$ cat config.mk
export PLATFORM = sky130hd
export DESIGN_NAME = memory_cycle
export DESIGN_NICKNAME = d
export VERILOG_FILES = /design/src/rtl/memory_cycle.sv
export SDC_FILE = /design/constraint.sdc
export NUM_CORES = 1
export LEC_CHECK = 0
export CAP_MARGIN = 20
export CORE_MARGIN = 4
export CORE_UTILIZATION = 36
export DETAILED_ROUTE_END_ITERATION = 6
export GPL_ROUTABILITY_DRIVEN = 0
export PLACE_DENSITY = 0.81
export SYNTH_ARGS = -nofsm -noshare
export SYNTH_HDL_FRONTEND = slang
export SYNTH_SLANG_ARGS = --single-unit
$ cat constraint.sdc
create_clock -name clk -period 2.6 [get_ports clk]
set_input_delay 0.65 -clock clk [delete_from_list [all_inputs] [get_ports clk]]
set_output_delay 0.65 -clock clk [all_outputs]
set_load 0.05 [all_outputs]
$ cat src/rtl/memory_cycle.sv
// MEM stage: data-memory load/store over a req/ack handshake plus the MEM/WB register.
// Optional misaligned-access trapping is enabled by defining MEM_MISALIGN_CHK_EN.
module memory_cycle (
    input  logic        clk,
    input  logic        rst,
    input  logic [31:0] ALUResult_M,
    input  logic [31:0] WriteData_M,
    input  logic [31:0] PCPlus4_M,
    input  logic [4:0]  RD_M,
    input  logic [2:0]  funct3_M,
    input  logic        mem_rden_M,
    input  logic        mem_wren_M,
    input  logic        rd_wren_M,
    input  logic [1:0]  wb_sel_M,
    input  logic        insn_vld_M,
    output logic        dmem_req,
    output logic        dmem_we,
    output logic [31:0] dmem_addr,
    output logic [3:0]  dmem_be,
    output logic [31:0] dmem_wdata,
    input  logic [31:0] dmem_rdata,
    input  logic        dmem_ack,
    output logic        stall_M,
    output logic        misalign_M,
    output logic [31:0] ReadData_W,
    output logic [31:0] ALUResult_W,
    output logic [31:0] PCPlus4_W,
    output logic [4:0]  RD_W,
    output logic        rd_wren_W,
    output logic [1:0]  wb_sel_W,
    output logic        insn_vld_W
);
    typedef enum logic {IDLE, BUSY} state_t;

    state_t      state, state_nxt;
    logic        mem_op;
    logic        req_en;
    logic [1:0]  off;

    // size field: 00 byte, 01 half, anything else is a word
    function automatic logic [3:0] byte_en(input logic [1:0] sz, input logic [1:0] a);
        case (sz)
            2'b00:   byte_en = 4'b0001 << a;
            2'b01:   byte_en = 4'b0011 << {a[1], 1'b0};
            default: byte_en = 4'b1111;
        endcase
    endfunction

    function automatic logic [31:0] lane_rep(input logic [1:0] sz, input logic [31:0] d);
        case (sz)
            2'b00:   lane_rep = {4{d[7:0]}};
            2'b01:   lane_rep = {2{d[15:0]}};
            default: lane_rep = d;
        endcase
    endfunction

    function automatic logic [31:0] load_ext(input logic [2:0] f3, input logic [1:0] a,
                                             input logic [31:0] d);
        logic [31:0] sb;
        logic [31:0] sh;
        sb = d >> {a, 3'b000};
        sh = d >> {a[1], 4'b0000};
        case (f3[1:0])
            2'b00:   load_ext = f3[2] ? {24'd0, sb[7:0]}  : {{24{sb[7]}}, sb[7:0]};
            2'b01:   load_ext = f3[2] ? {16'd0, sh[15:0]} : {{16{sh[15]}}, sh[15:0]};
            default: load_ext = d;
        endcase
    endfunction

    assign off = ALUResult_M[1:0];

`ifdef MEM_MISALIGN_CHK_EN
    assign misalign_M = insn_vld_M & (mem_rden_M | mem_wren_M) &
                        (((funct3_M[1:0] == 2'b01) & off[0]) | (funct3_M[1] & (off != 2'b00)));
`else
    assign misalign_M = 1'b0;
`endif

    assign mem_op = insn_vld_M & (mem_rden_M | mem_wren_M) & ~misalign_M;
    // reset forces the bus and stall quiet even if upstream still presents an access
    assign req_en = mem_op & ~rst;

    assign stall_M    = req_en & ~dmem_ack;
    assign dmem_we    = req_en & mem_wren_M;
    assign dmem_addr  = {ALUResult_M[31:2], 2'b00};
    assign dmem_be    = req_en ? byte_en(funct3_M[1:0], off) : 4'b0000;
    assign dmem_wdata = lane_rep(funct3_M[1:0], WriteData_M);

    always_ff @(posedge clk) begin
        if (rst) state <= IDLE;
        else     state <= state_nxt;
    end

    always_comb begin
        state_nxt = state;
        dmem_req  = 1'b0;
        case (state)
            IDLE: begin
                if (req_en) begin
                    dmem_req = 1'b1;
                    if (!dmem_ack) state_nxt = BUSY;
                end
            end
            BUSY: begin
                if (req_en) begin
                    dmem_req = 1'b1;
                    if (dmem_ack) state_nxt = IDLE;
                end else begin
                    state_nxt = IDLE;
                end
            end
            default: state_nxt = IDLE;
        endcase
    end

    // MEM/WB boundary: a stall inserts a bubble so writeback never commits twice
    always_ff @(posedge clk) begin
        if (rst) begin
            ReadData_W  <= '0;
            ALUResult_W <= '0;
            PCPlus4_W   <= '0;
            RD_W        <= '0;
            rd_wren_W   <= 1'b0;
            wb_sel_W    <= '0;
            insn_vld_W  <= 1'b0;
        end else if (stall_M) begin
            rd_wren_W   <= 1'b0;
            insn_vld_W  <= 1'b0;
        end else begin
            ReadData_W  <= (mem_op & mem_rden_M) ? load_ext(funct3_M, off, dmem_rdata) : 32'd0;
            ALUResult_W <= ALUResult_M;
            PCPlus4_W   <= PCPlus4_M;
            RD_W        <= RD_M;
            rd_wren_W   <= rd_wren_M & insn_vld_M & ~misalign_M;
            wb_sel_W    <= wb_sel_M;
            insn_vld_W  <= insn_vld_M & ~misalign_M;
        end
    end
endmodule

# Word level (Yosys, flattened, before mapping)
# Index checks and enable logic that the tools add are counted.
# totals
inputBits	145
output_inout_bits	177
word_cells	31
ff_bits	105
# op_classes
bitwise	9
shifts	4
reduce_logical	2
mux	8
n_eq_ne	1
# op_table
operator	n
$pmux W32 S2	2
$mux W32	3
$shr A32 B5 Y16	1
$shr A32 B5 Y8	1
$pmux W4 S2	1
$and A1 B1 Y1	6
$mux W4	1
$shl A1 B2 Y4 const A	1
$shl A2 B2 Y4 const A	1
$eq A2 B1 Y1 const B	1
$logic_not A2 Y1	1
$not A1 Y1	2
$reduce_or A2 Y1	1
$mux W1	1
$or A1 B1 Y1	1

# Longest topological paths before layout
# Gate-level depths: netlist of the first run.
# logic_depth
word_depth	5
depth_mapped	9
mapped_depth_nobuf	5

# Worst setup path after synthesis of the first run
# No wires, ideal clock.
# synth_path
kind	input to output
startpoint	in funct3_M[0]
endpoint	out dmem_wdata[24]
required_time_ns	1.950
path_stages	4
path_slack_ns	-0.515
arrival_ns	2.465
n_path_buf	2
path_cell_list	buf_2 -> buf_1 -> mux2i_1 -> o21ai_0
# synth_via
elab_chain_len	2
word_cells_on_any_way	3
cone_classes	eq/ne (1); mux (1); reduce/logical (1)
# synth_lines
item	line_no	source
from (decl)	10	input logic [2:0] funct3_M,
$eq A2 B1 Y1 or $logic_not A2 Y1 (tied branches)	50	case (sz)
$pmux W32 S2 *	50	
to (decl)	20	output logic [31:0] dmem_wdata,
# Mark *: on every way between the ends. The rest lies on a longest branch, timed or not.

# Worst setup path after layout of the first run
# layout_path
startpoint	in ALUResult_M[0]
endpoint	out dmem_be[0]
# layout_via
elab_chain_len	3
# layout_lines
item	line_no	source
from (decl)	6	input logic [31:0] ALUResult_M,
$shl A1 B2 Y4	43	2'b00: byte_en = 4'b0001 << a;
$pmux W4 S2	42	case (sz)
$mux W4	86	assign dmem_be = req_en ? byte_en(funct3_M[1:0], off) : 4'b0000;
to (decl)	19	output logic [3:0] dmem_be,
# Every way passes these cells.

==> metrics.txt, run 1 <==
status finished, final reports clean; clock skew 0 ns; fin nets roughly 1000; Worst EP arrival 1.88 ns; adder-cell area share of the yosys netlist 0; FMAX 0.3955 GHz; P&R area growth vs syn 83.64%; Placement Setup Slack -0.07383 ns; post-synth cell types 33; fillers roughly 1000; worst-case reg-to-reg path depth 2; CP max FO 5; site row count between 40 and 50; Syn Area/Cell between 8 and 9 sq um; Synth async-reset ratio 0; DR WL/cell about 18 um; # hold bufs at CTS 0; Synth Area in Compound Gates 0.1778; cell taking the most area after synthesis dfxtp_1; htree depth 3; setup bufs post-CTS 0; clock insertion delay at the later pin of the skew report roughly 0.34 ns; Max IR drop VDD about 280 uV; Hold Fails Final Rpt 0; origin of the critical flop-to-flop path ReadData_W[14]; grt ovf 0; path category of the worst min-delay check reg -> reg; Synthesis Warnings 0; multiplexer area fraction after synthesis 0.06263; vias in the first global route around 5200; fraction of layout cells with a size suffix above 1 0.1747; final non-filler cell total ~1100; r2r setup slk 1.74 ns; top post-synthesis cells by area dfxtp_1 (43%), nand2_1 (14%), a21oi_1 (8.5%), buf_4 (8.1%), mux2_2 (4.2%); simple-gate portion of the synthesized area 0.2078; Inserted Clock Buffers 9; CTS clk-pin slew, worst paths roughly 0.070 ns; fin util 0.6731; Synth Area in XOR/XNOR 0; DP Cell Count 1046; final setup margin 0.07124 ns; Die W roughly 120 um; die area approximately 15000 sq um; power density cells 508.8 nW/um^2; initial detailed-routing violation count between 300 and 400; total iterations of the first detailed-routing run 5; Mapped Cells around 600; FF+latch count, synth between 100 and 150; # Max-Cap Violations 0; Worst Hold Depth 2; CTS tree done; Worst Path Required about 2 ns; share of the synthesized area in the top cell type 0.4348; unrepaired setup endpoints after global routing false; Top-Level Pins between 300 and 400; Via density a little under 5; antenna violations before repair 0; Synth Flop Type dfxtp_1; hpwl dp 14.84 mm; CTS Sinks roughly 110; Final Critical Period ~2.5 ns; Min-Delay Startpoint PCPlus4_W[10]; antenna diode count 0; final worst path period share 0.9726; Starting Density 0.3665; Setup crit end kind primary output; first-pass GRT wire length about 27 mm; Seq/Total Area, Yosys 0.4348; Worst Max-Slew Pin Slew approximately 0.73 ns; final wirelength roughly 19 mm; crit path launch type primary input; fin. max-slew vios 0; Vias ~5200; FF-to-FF End ReadData_W[14]; worst relative slew slack 0.5110; Post-synth EDFFs 0; largest family of logic cells by synthesized area simple AND/OR/NAND/NOR gates; Total Routing Usage GR 0.2299; Final setup viols 0; Leakage roughly 0.0036 uW; I/O Buffers 318; clock root buffer clkbuf_16; Die Y 123.9 um; area of the core about 13000 sq um; antenna-violating nets left 0; Mapped Area 4835 sq um; Hold Path Sink PCPlus4_W[10]; DRC violations left 0; CP Class in -> out; Clock Path Buffers 2; largest net degree at the start of global routing 73
[worst max-delay path, stage by stage]
cell and delay, ns:
clkdlybuf4s50_1 0.63, nand2b_1 0.12, a21oi_1 0.26, nor2_2 0.06
buf_6 0.15
[report_power, final]
group,total (uW),internal [uW],switching (uW)
Clock,1250,652,594
Sequential,1730,1690,39.9
Combinational,1540,669,875
[placed cells by master (no fill, tap or decap), types with 3 or more instances in the layout]
master / n
clkdlybuf4s50_1: 245
o21ai_2: 7
buf_6: 3
mux2i_1: 10
nor2_2: 4
o21ai_1: 3
mux2_2: 18
or3_1: 7
a21oi_1: 81
conb_1: 3
a311oi_1: 7
dfxtp_1: 105
nand3b_1: 7
o21ai_0: 17
clkbuf_16: 9
a22oi_1: 8
buf_12: 61
nor2_1: 11
inv_1: 3
nand2b_1: 11
nand2_1: 178
a221o_1: 16
buf_4: 39
nand3_1: 7
[how the worst max path moves through the flow]
stage,cells past startpoint,end,startpoint
after floorplan,4,dmem_wdata[24],funct3_M[0]
after global placement,5,dmem_wdata[9],funct3_M[0]
after detailed placement,7,ReadData_W[31],funct3_M[0]
after CTS,6,dmem_be[2],insn_vld_M
after global routing,6,dmem_be[2],insn_vld_M
final,5,dmem_be[0],ALUResult_M[0]
[routing by layer]
| metal | vias to the layer above | global-route usage | wire (um) |
|---|---|---|---|
| met4 | 0 | 0.09827 | 583 |
| met3 | 37 | 0.06948 | 1939 |
| met2 | 253 | 0.4292 | 9703 |
| met1 | 2383 | 0.2355 | 6427 |
| li1 | 2556 | - | - |
| met5 | - | 0 | 0 |
[final cells by class]
type / count / area [sq um] / area share
Clock buffer: 10 / 229.0 / 0.02579
Inverter: 4 / 20.02 / 0.002255
Multi-Input combinational cell: 411 / 2246 / 0.2530
Sequential cell: 105 / 2102 / 0.2368
Tap cell: 176 / 220.2 / 0.02480
Clock inverter: 6 / 42.54 / 0.004791
Timing Repair Buffer: 351 / 4019 / 0.4526
[cells in the mapped netlist (10+ instances only)]
| library cell | n |
|---|---|
| a221o_1 | 16 |
| buf_1 | 10 |
| mux2_2 | 18 |
| dfxtp_1 | 105 |
| o21ai_0 | 26 |
| clkbuf_1 | 15 |
| nand2_1 | 178 |
| a21oi_1 | 82 |
| nand2b_1 | 11 |
| buf_4 | 52 |
| nor2_1 | 16 |
| mux2i_1 | 10 |
[per-stage QoR]
step / hold WS [ns] / area (sq um) / power (uW) / setup TNS, ns
2_1_floorplan: 0.6643 / 4877 / 2590 / -0.1427
3_3_place_gp: 0.4328 / 8558 / 3288 / -0.2847
3_5_place_dp: 0.4422 / 8558 / 3305 / -1.034
4_1_cts: 0.4512 / 8855 / 4558 / 0
5_1_grt: 0.4676 / 8879 / 4686 / 0
6_report: 0.4506 / 8879 / 4517 / 0
[cell families after synthesis]
group | Yosys count
flip-flops | 105
other | 1
buffers and inverters | 90
multiplexers | 28
AO/OA/AOI/OAI | 144
AND/OR/NAND/NOR | 236
[flip-flops by register name, summed over array words and instances (netlist names)]
| signal | flops |
|---|---|
| ALUResult_W | 32 |
| PCPlus4_W | 32 |
| ReadData_W | 32 |
| RD_W | 5 |
| wb_sel_W | 2 |
| insn_vld_W | 1 |
| rd_wren_W | 1 |
[what timing repair did]
item / CTS / global route
setup endpoints to repair: 15 / 5
pin swaps: 1 / 0
gates cloned: 1 / 0
resized for setup: 7 / 7
Note: power is estimated with default switching activity, not from simulation.
==> run 2: changes to the inputs <==
--- a/config.mk
+++ b/config.mk
@@ -10,6 +10,7 @@
 export CORE_UTILIZATION = 36
 export DETAILED_ROUTE_END_ITERATION = 6
 export GPL_ROUTABILITY_DRIVEN = 0
+export GPL_TIMING_DRIVEN = 0
 export PLACE_DENSITY = 0.81
 export SYNTH_ARGS = -nofsm -noshare
 export SYNTH_HDL_FRONTEND = slang
==> run 2 against run 1 <==
Net effect:
- hold slack got worse by 0.0022 ns
- clock power increased by 5%
- sequential share of layout area increased by 0.98 points
- cell count increased by 5.1%
- wire length increased by 1.6%
- clock-buffer cell count increased by 3
- via count increased by 2.7%
==> metrics.txt, run 2 (synthesized netlist as in run 1, its figures left out) <==
grt ovf 0; Clock Path Buffers 2; Worst Max-Slew Pin Slew 0.7436 ns; Hold Fails Final Rpt 0; Hold Path Sink ALUResult_W[27]; worst relative slew slack 0.5030; Final setup viols 0; Min-Delay Startpoint ALUResult_W[27]; r2r setup slk between 1.5 and 2 ns; Pwr Total roughly 4400 uW; Regs by FF count ALUResult_W x32, PCPlus4_W x32, ReadData_W x32; initial detailed-routing violation count ~330; FMAX between 0.3 and 0.4 GHz; CTS clk-pin slew, worst paths about 0.06 ns; clock root buffer clkbuf_16; CP max-delay cell mux2_2; vias in the first global route 5134; Total Routing Usage GR 0.2322; P&R area growth vs syn 76.37%; CTS Sinks roughly 110; CP Class in -> out; Via density ~4.8; DRC violations left 0; site row count between 40 and 50; unrepaired setup endpoints after global routing false; htree depth 3; DR WL/cell roughly 17 um; Die Y between 100 and 150 um; crit path launch type primary input; CTS tree done; status finished, final reports clean; # Max-Cap Violations 0; final wirelength ~19 mm; fin util 0.6465; hpwl dp 15.10 mm; Setup crit end kind primary output; fin. max-slew vios 0; clock insertion delay at the later pin of the skew report 0.34 ns; commonest cells after routing, fill and taps aside clkdlybuf4s50_1 (240), nand2_1 (178), dfxtp_1 (105); Worst Hold Depth 2; origin of the critical flop-to-flop path ReadData_W[9]; fillers between 1000 and 1500; Max IR drop VDD 275.7 uV; Leakage between 0.003 and 0.004 uW; fraction of layout cells with a size suffix above 1 0.1606; Top-Level Pins 322; antenna violations before repair 1; CP max FO 5; antenna-violating nets left 0; die area 15350 sq um; fin nets between 1000 and 1500; clock skew 0 ns; worst-case reg-to-reg path depth 2; area of the core 13190 sq um; Worst EP arrival approximately 1.9 ns; Die W approximately 120 um; final worst path period share 0.9801; Vias roughly 5400; FF-to-FF End ReadData_W[9]; I/O Buffers ~320; commonest non-fill, non-tap cell in the layout clkdlybuf4s50_1; Worst Path Required 1.95 ns; power density cells between 500 and 600 nW/um^2; first-pass GRT wire length between 20 and 30 mm; Starting Density 0.3665; largest net degree at the start of global routing 20; delay of the slowest critical-path stage 0.36 ns; Final Hold Slack ~0.45 ns; Final Critical Period 2.548 ns; Final TNS setup 0 ns; total iterations of the first detailed-routing run 5; path category of the worst min-delay check reg -> reg; Inserted Clock Buffers 9; crit-path cells dlygate4sd2_1 -> buf_6 -> nor2_4 -> mux2_2 -> buf_2
-- run 2: final cells by class --
| type | instances | area [sq um] | share of cell area |
|---|---|---|---|
| diodes | 1 | 2.502 | 0.0002935 |
| plain buffers | 81 | 561.8 | 0.06588 |
| clock buffers | 13 | 260.3 | 0.03052 |
| clock inverters | 3 | 23.77 | 0.002788 |
| inverters | 4 | 41.29 | 0.004842 |
| multi-input cells | 412 | 2260 | 0.2650 |
| flip-flops and latches | 105 | 2102 | 0.2465 |
| well taps | 176 | 220.2 | 0.02583 |
| repair buffers | 321 | 3047 | 0.3573 |
| repair inverters | 1 | 8.758 | 0.001027 |
-- run 2: per-stage QoR --
step / cells / instance area, sq um / worst slack [ns]
detailed placement: 1099 / 8270 / -1.446
CTS: 1115 / 8494 / 0.007356
floorplan: 606 / 4877 / -0.1427
finish: 1117 / 8527 / 0.05171
global route: 1117 / 8527 / 0.003855
global placement: 1099 / 8270 / -1.479
-- run 2: critical path: cells and delay by family --
family,cells,cell delay [ns]
simple gates,1,0.22
buf+inv,3,0.67
mux,1,0.36
-- run 2: worst max-delay path by stage --
stage / from / to / slack [ns] / cells after the start
6_report: funct3_M[0] / dmem_wdata[13] / 0.05 / 5
5_1_grt: funct3_M[0] / dmem_wdata[13] / 0.004 / 5
4_1_cts: funct3_M[1] / dmem_wdata[8] / 0.007 / 5
3_5_place_dp: funct3_M[1] / dmem_wdata[24] / -1.45 / 6
3_3_place_gp: funct3_M[1] / dmem_wdata[24] / -1.48 / 6
2_1_floorplan: funct3_M[0] / dmem_wdata[24] / -0.14 / 4
-- run 2: timing repair --
action / 4_1_cts / 5_1_grt
gates resized for setup: 239 / 11
endpoints found under the setup margin: 69 / 21
pin swaps: 1 / 1
gates cloned: 2 / 0
setup buffers: 3 / 1
hold buffers: 0 / 0
-- run 2: power breakdown --
group | switching, uW | internal [uW] | total (uW) | leakage, uW
registers | 38.4 | 1690 | 1730 | 0.000866
clock network | 603 | 708 | 1310 | 0.000132
logic | 854 | 544 | 1400 | 0.00258
total | 1490 | 2940 | 4430 | 0.00358
-- run 2: metal layers --
metal  vias up  wire length [um]  GRT usage
li1       2671                 -          -
met1      2428              6701     0.2394
met2       246              9817     0.4346
met3        26              2069    0.07856
met4         0               367    0.08028
met5         -                 0          0
==> run 3: changes to the inputs <==
--- a/config.mk
+++ b/config.mk
@@ -7,11 +7,11 @@
 export LEC_CHECK = 0
 export CAP_MARGIN = 20
 export CORE_MARGIN = 4
-export CORE_UTILIZATION = 36
+export CORE_UTILIZATION = 33
 export DETAILED_ROUTE_END_ITERATION = 6
 export GPL_ROUTABILITY_DRIVEN = 0
 export GPL_TIMING_DRIVEN = 0
-export PLACE_DENSITY = 0.81
+export PLACE_DENSITY = 0.78
 export SYNTH_ARGS = -nofsm -noshare
 export SYNTH_HDL_FRONTEND = slang
 export SYNTH_SLANG_ARGS = --single-unit
==> constraint.sdc (replaced) <==
create_clock -name clk -period 2.17 [get_ports clk]
set_input_delay 0.5425 -clock clk [delete_from_list [all_inputs] [get_ports clk]]
set_output_delay 0.5425 -clock clk [all_outputs]
set_load 0.05 [all_outputs]
==> run 3 against run 2 <==
Net effect:
- via count is 1.9% higher
- wire length grew 4.9%
- design area grew 3.2%
- die area is 8.5% higher
- hold slack gained 0.0011 ns
- critical path depth grew 3
- core utilization decreased by 2.2 points
- non-clock buffer count up 13
- total power grew 20%
- sequential power increased by 20%
- register-to-register slack got worse by 0.37 ns
- critical endpoint is now stall_M
==> metrics.txt, run 3 (synthesized netlist as in run 1, its figures left out) <==
commonest non-fill, non-tap cell in the layout clkdlybuf4s50_1; Register Area between 2000 and 2500 sq um; total iterations of the first detailed-routing run 4; final worst path period share 0.9946; DRC violations left 0; fin nets between 1000 and 1500; Inserted Clock Buffers 9; die area between 15000 and 20000 sq um; Die W 129.0 um; Regs by FF count ALUResult_W x32, PCPlus4_W x32, ReadData_W x32; clock insertion delay at the later pin of the skew report between 0.3 and 0.4 ns; fraction of layout cells with a size suffix above 1 0.2187; Worst Max-Slew Pin Slew 0.6311 ns; Final setup viols 0; site row count 43; first-pass GRT wire length about 30 mm; final wirelength 19.89 mm; area of the core between 10000 and 15000 sq um; CTS clk-pin slew, worst paths around 0.060 ns; Worst EP arrival between 1.5 and 2 ns; final setup margin ~0.012 ns; DR WL/cell ~18 um; power density cells 605.5 nW/um^2; path category of the worst min-delay check reg -> reg; largest net degree at the start of global routing 20; antenna diode count 0; antenna violations before repair 0; Clock Path Buffers 2; initial detailed-routing violation count roughly 260; P&R area growth vs syn 81.96%; Setup crit end kind primary output; status finished, final reports clean; Leakage 0.003695 uW; Total Routing Usage GR 0.2301; Min-Delay Startpoint PCPlus4_W[5]; Worst Path Required 1.63 ns; clock skew 0 ns; fillers ~1200; Placement Setup Slack -1.557 ns; area of the multi-input gates 2371 sq um; antenna-violating nets left 0; Hold Fails Final Rpt 0; unrepaired setup endpoints after global routing true; commonest cells after routing, fill and taps aside clkdlybuf4s50_1 (239), nand2_1 (178), dfxtp_1 (105); FMAX 0.4633 GHz; I/O Buffers ~320; CTS Sinks between 100 and 150; origin of the critical flop-to-flop path ReadData_W[12]; CP startpoint rst; Max IR drop VDD 346.3 uV; Final Critical Period 2.158 ns; Top-Level Pins 322; clock root buffer clkbuf_16; Final TNS setup 0 ns; Vias about 5500; CP max FO 2; # Max-Cap Violations 0; htree depth 3; CP Class in -> out; # hold bufs at CTS 0; Via density 4.837; CTS tree done; grt ovf 0; worst relative slew slack 0.5809; hpwl dp around 16 mm; Die Y approximately 130 um; vias in the first global route between 5000 and 6000; crit path launch type primary input; fin. max-slew vios 0; Starting Density 0.3430
## run 3: changes by cell type in the layout (fill, tap and decap cells not counted), moves of 3 or more
| cell | change |
|---|---|
| clkbuf_1 | +3 |
| mux2_2 | -15 |
| buf_2 | -6 |
| dlygate4sd2_1 | -42 |
| buf_6 | +4 |
| mux2_4 | +15 |
| clkbuf_2 | +17 |
| buf_4 | +6 |
| clkdlybuf4s15_2 | +20 |
| buf_8 | +12 |
## run 3: power by group
part           total, uW  switching [uW]  internal (uW)  leakage, uW
Clock               1490             704            782     0.000117
Sequential          2070            45.5           2020     0.000866
Combinational       1770            1050            721      0.00271
## run 3: final timing paths
check | endpoint | slack (ns) | cells past startpoint
max | stall_M | 0.01 | 8
min | PCPlus4_W[5] | 0.45 | 2
max reg2reg | ReadData_W[12] | 1.37 | 2
min reg2reg | PCPlus4_W[5] | 0.45 | 2
## run 3: cell type report
class                      count  area share
timing repair buffer         332      0.3648
multi-input combinational    411      0.2695
sequential                   105      0.2389
buffer                        83     0.06898
clock buffer                  14     0.02773
tap                          180     0.02560
inverter                       4    0.002702
clock inverter                 2    0.001707
## run 3: critical path, stage by stage
cell	delay (ns)
buf_6	0.09
buf_6	0.10
nand2b_4	0.13
or3_4	0.36
clkinv_4	0.07
buf_12	0.09
buf_8	0.09
buf_8	0.13
## run 3: repair_timing
item	in CTS	in global routing
setup endpoints to repair	105	43
resized for setup	357	30
pin swaps	4	2
buffers inserted	15	0
## run 3: through the flow
step | power [uW] | cells | utilization | hold WS, ns | area [sq um]
floorplan | 3123 | 606 | - | 0.6643 | 4954
global placement | 3841 | 1103 | 0.5925 | 0.4373 | 8352
detailed placement | 3856 | 1103 | 0.5925 | 0.4420 | 8352
CTS | 5386 | 1133 | 0.6315 | 0.4511 | 8902
global route | 5547 | 1131 | 0.6241 | 0.4677 | 8797
finish | 5327 | 1131 | 0.6241 | 0.4495 | 8797
## run 3: per-layer routing
metal / wire length, um / share of wire / GRT usage / up-vias
met5: 0 / 0 / 0 / -
met4: 522 / 0.026 / 0.08956 / 0
met3: 1853 / 0.093 / 0.07955 / 29
met2: 10550 / 0.53 / 0.4345 / 231
met1: 6955 / 0.35 / 0.2303 / 2521
li1: - / - / - / 2690
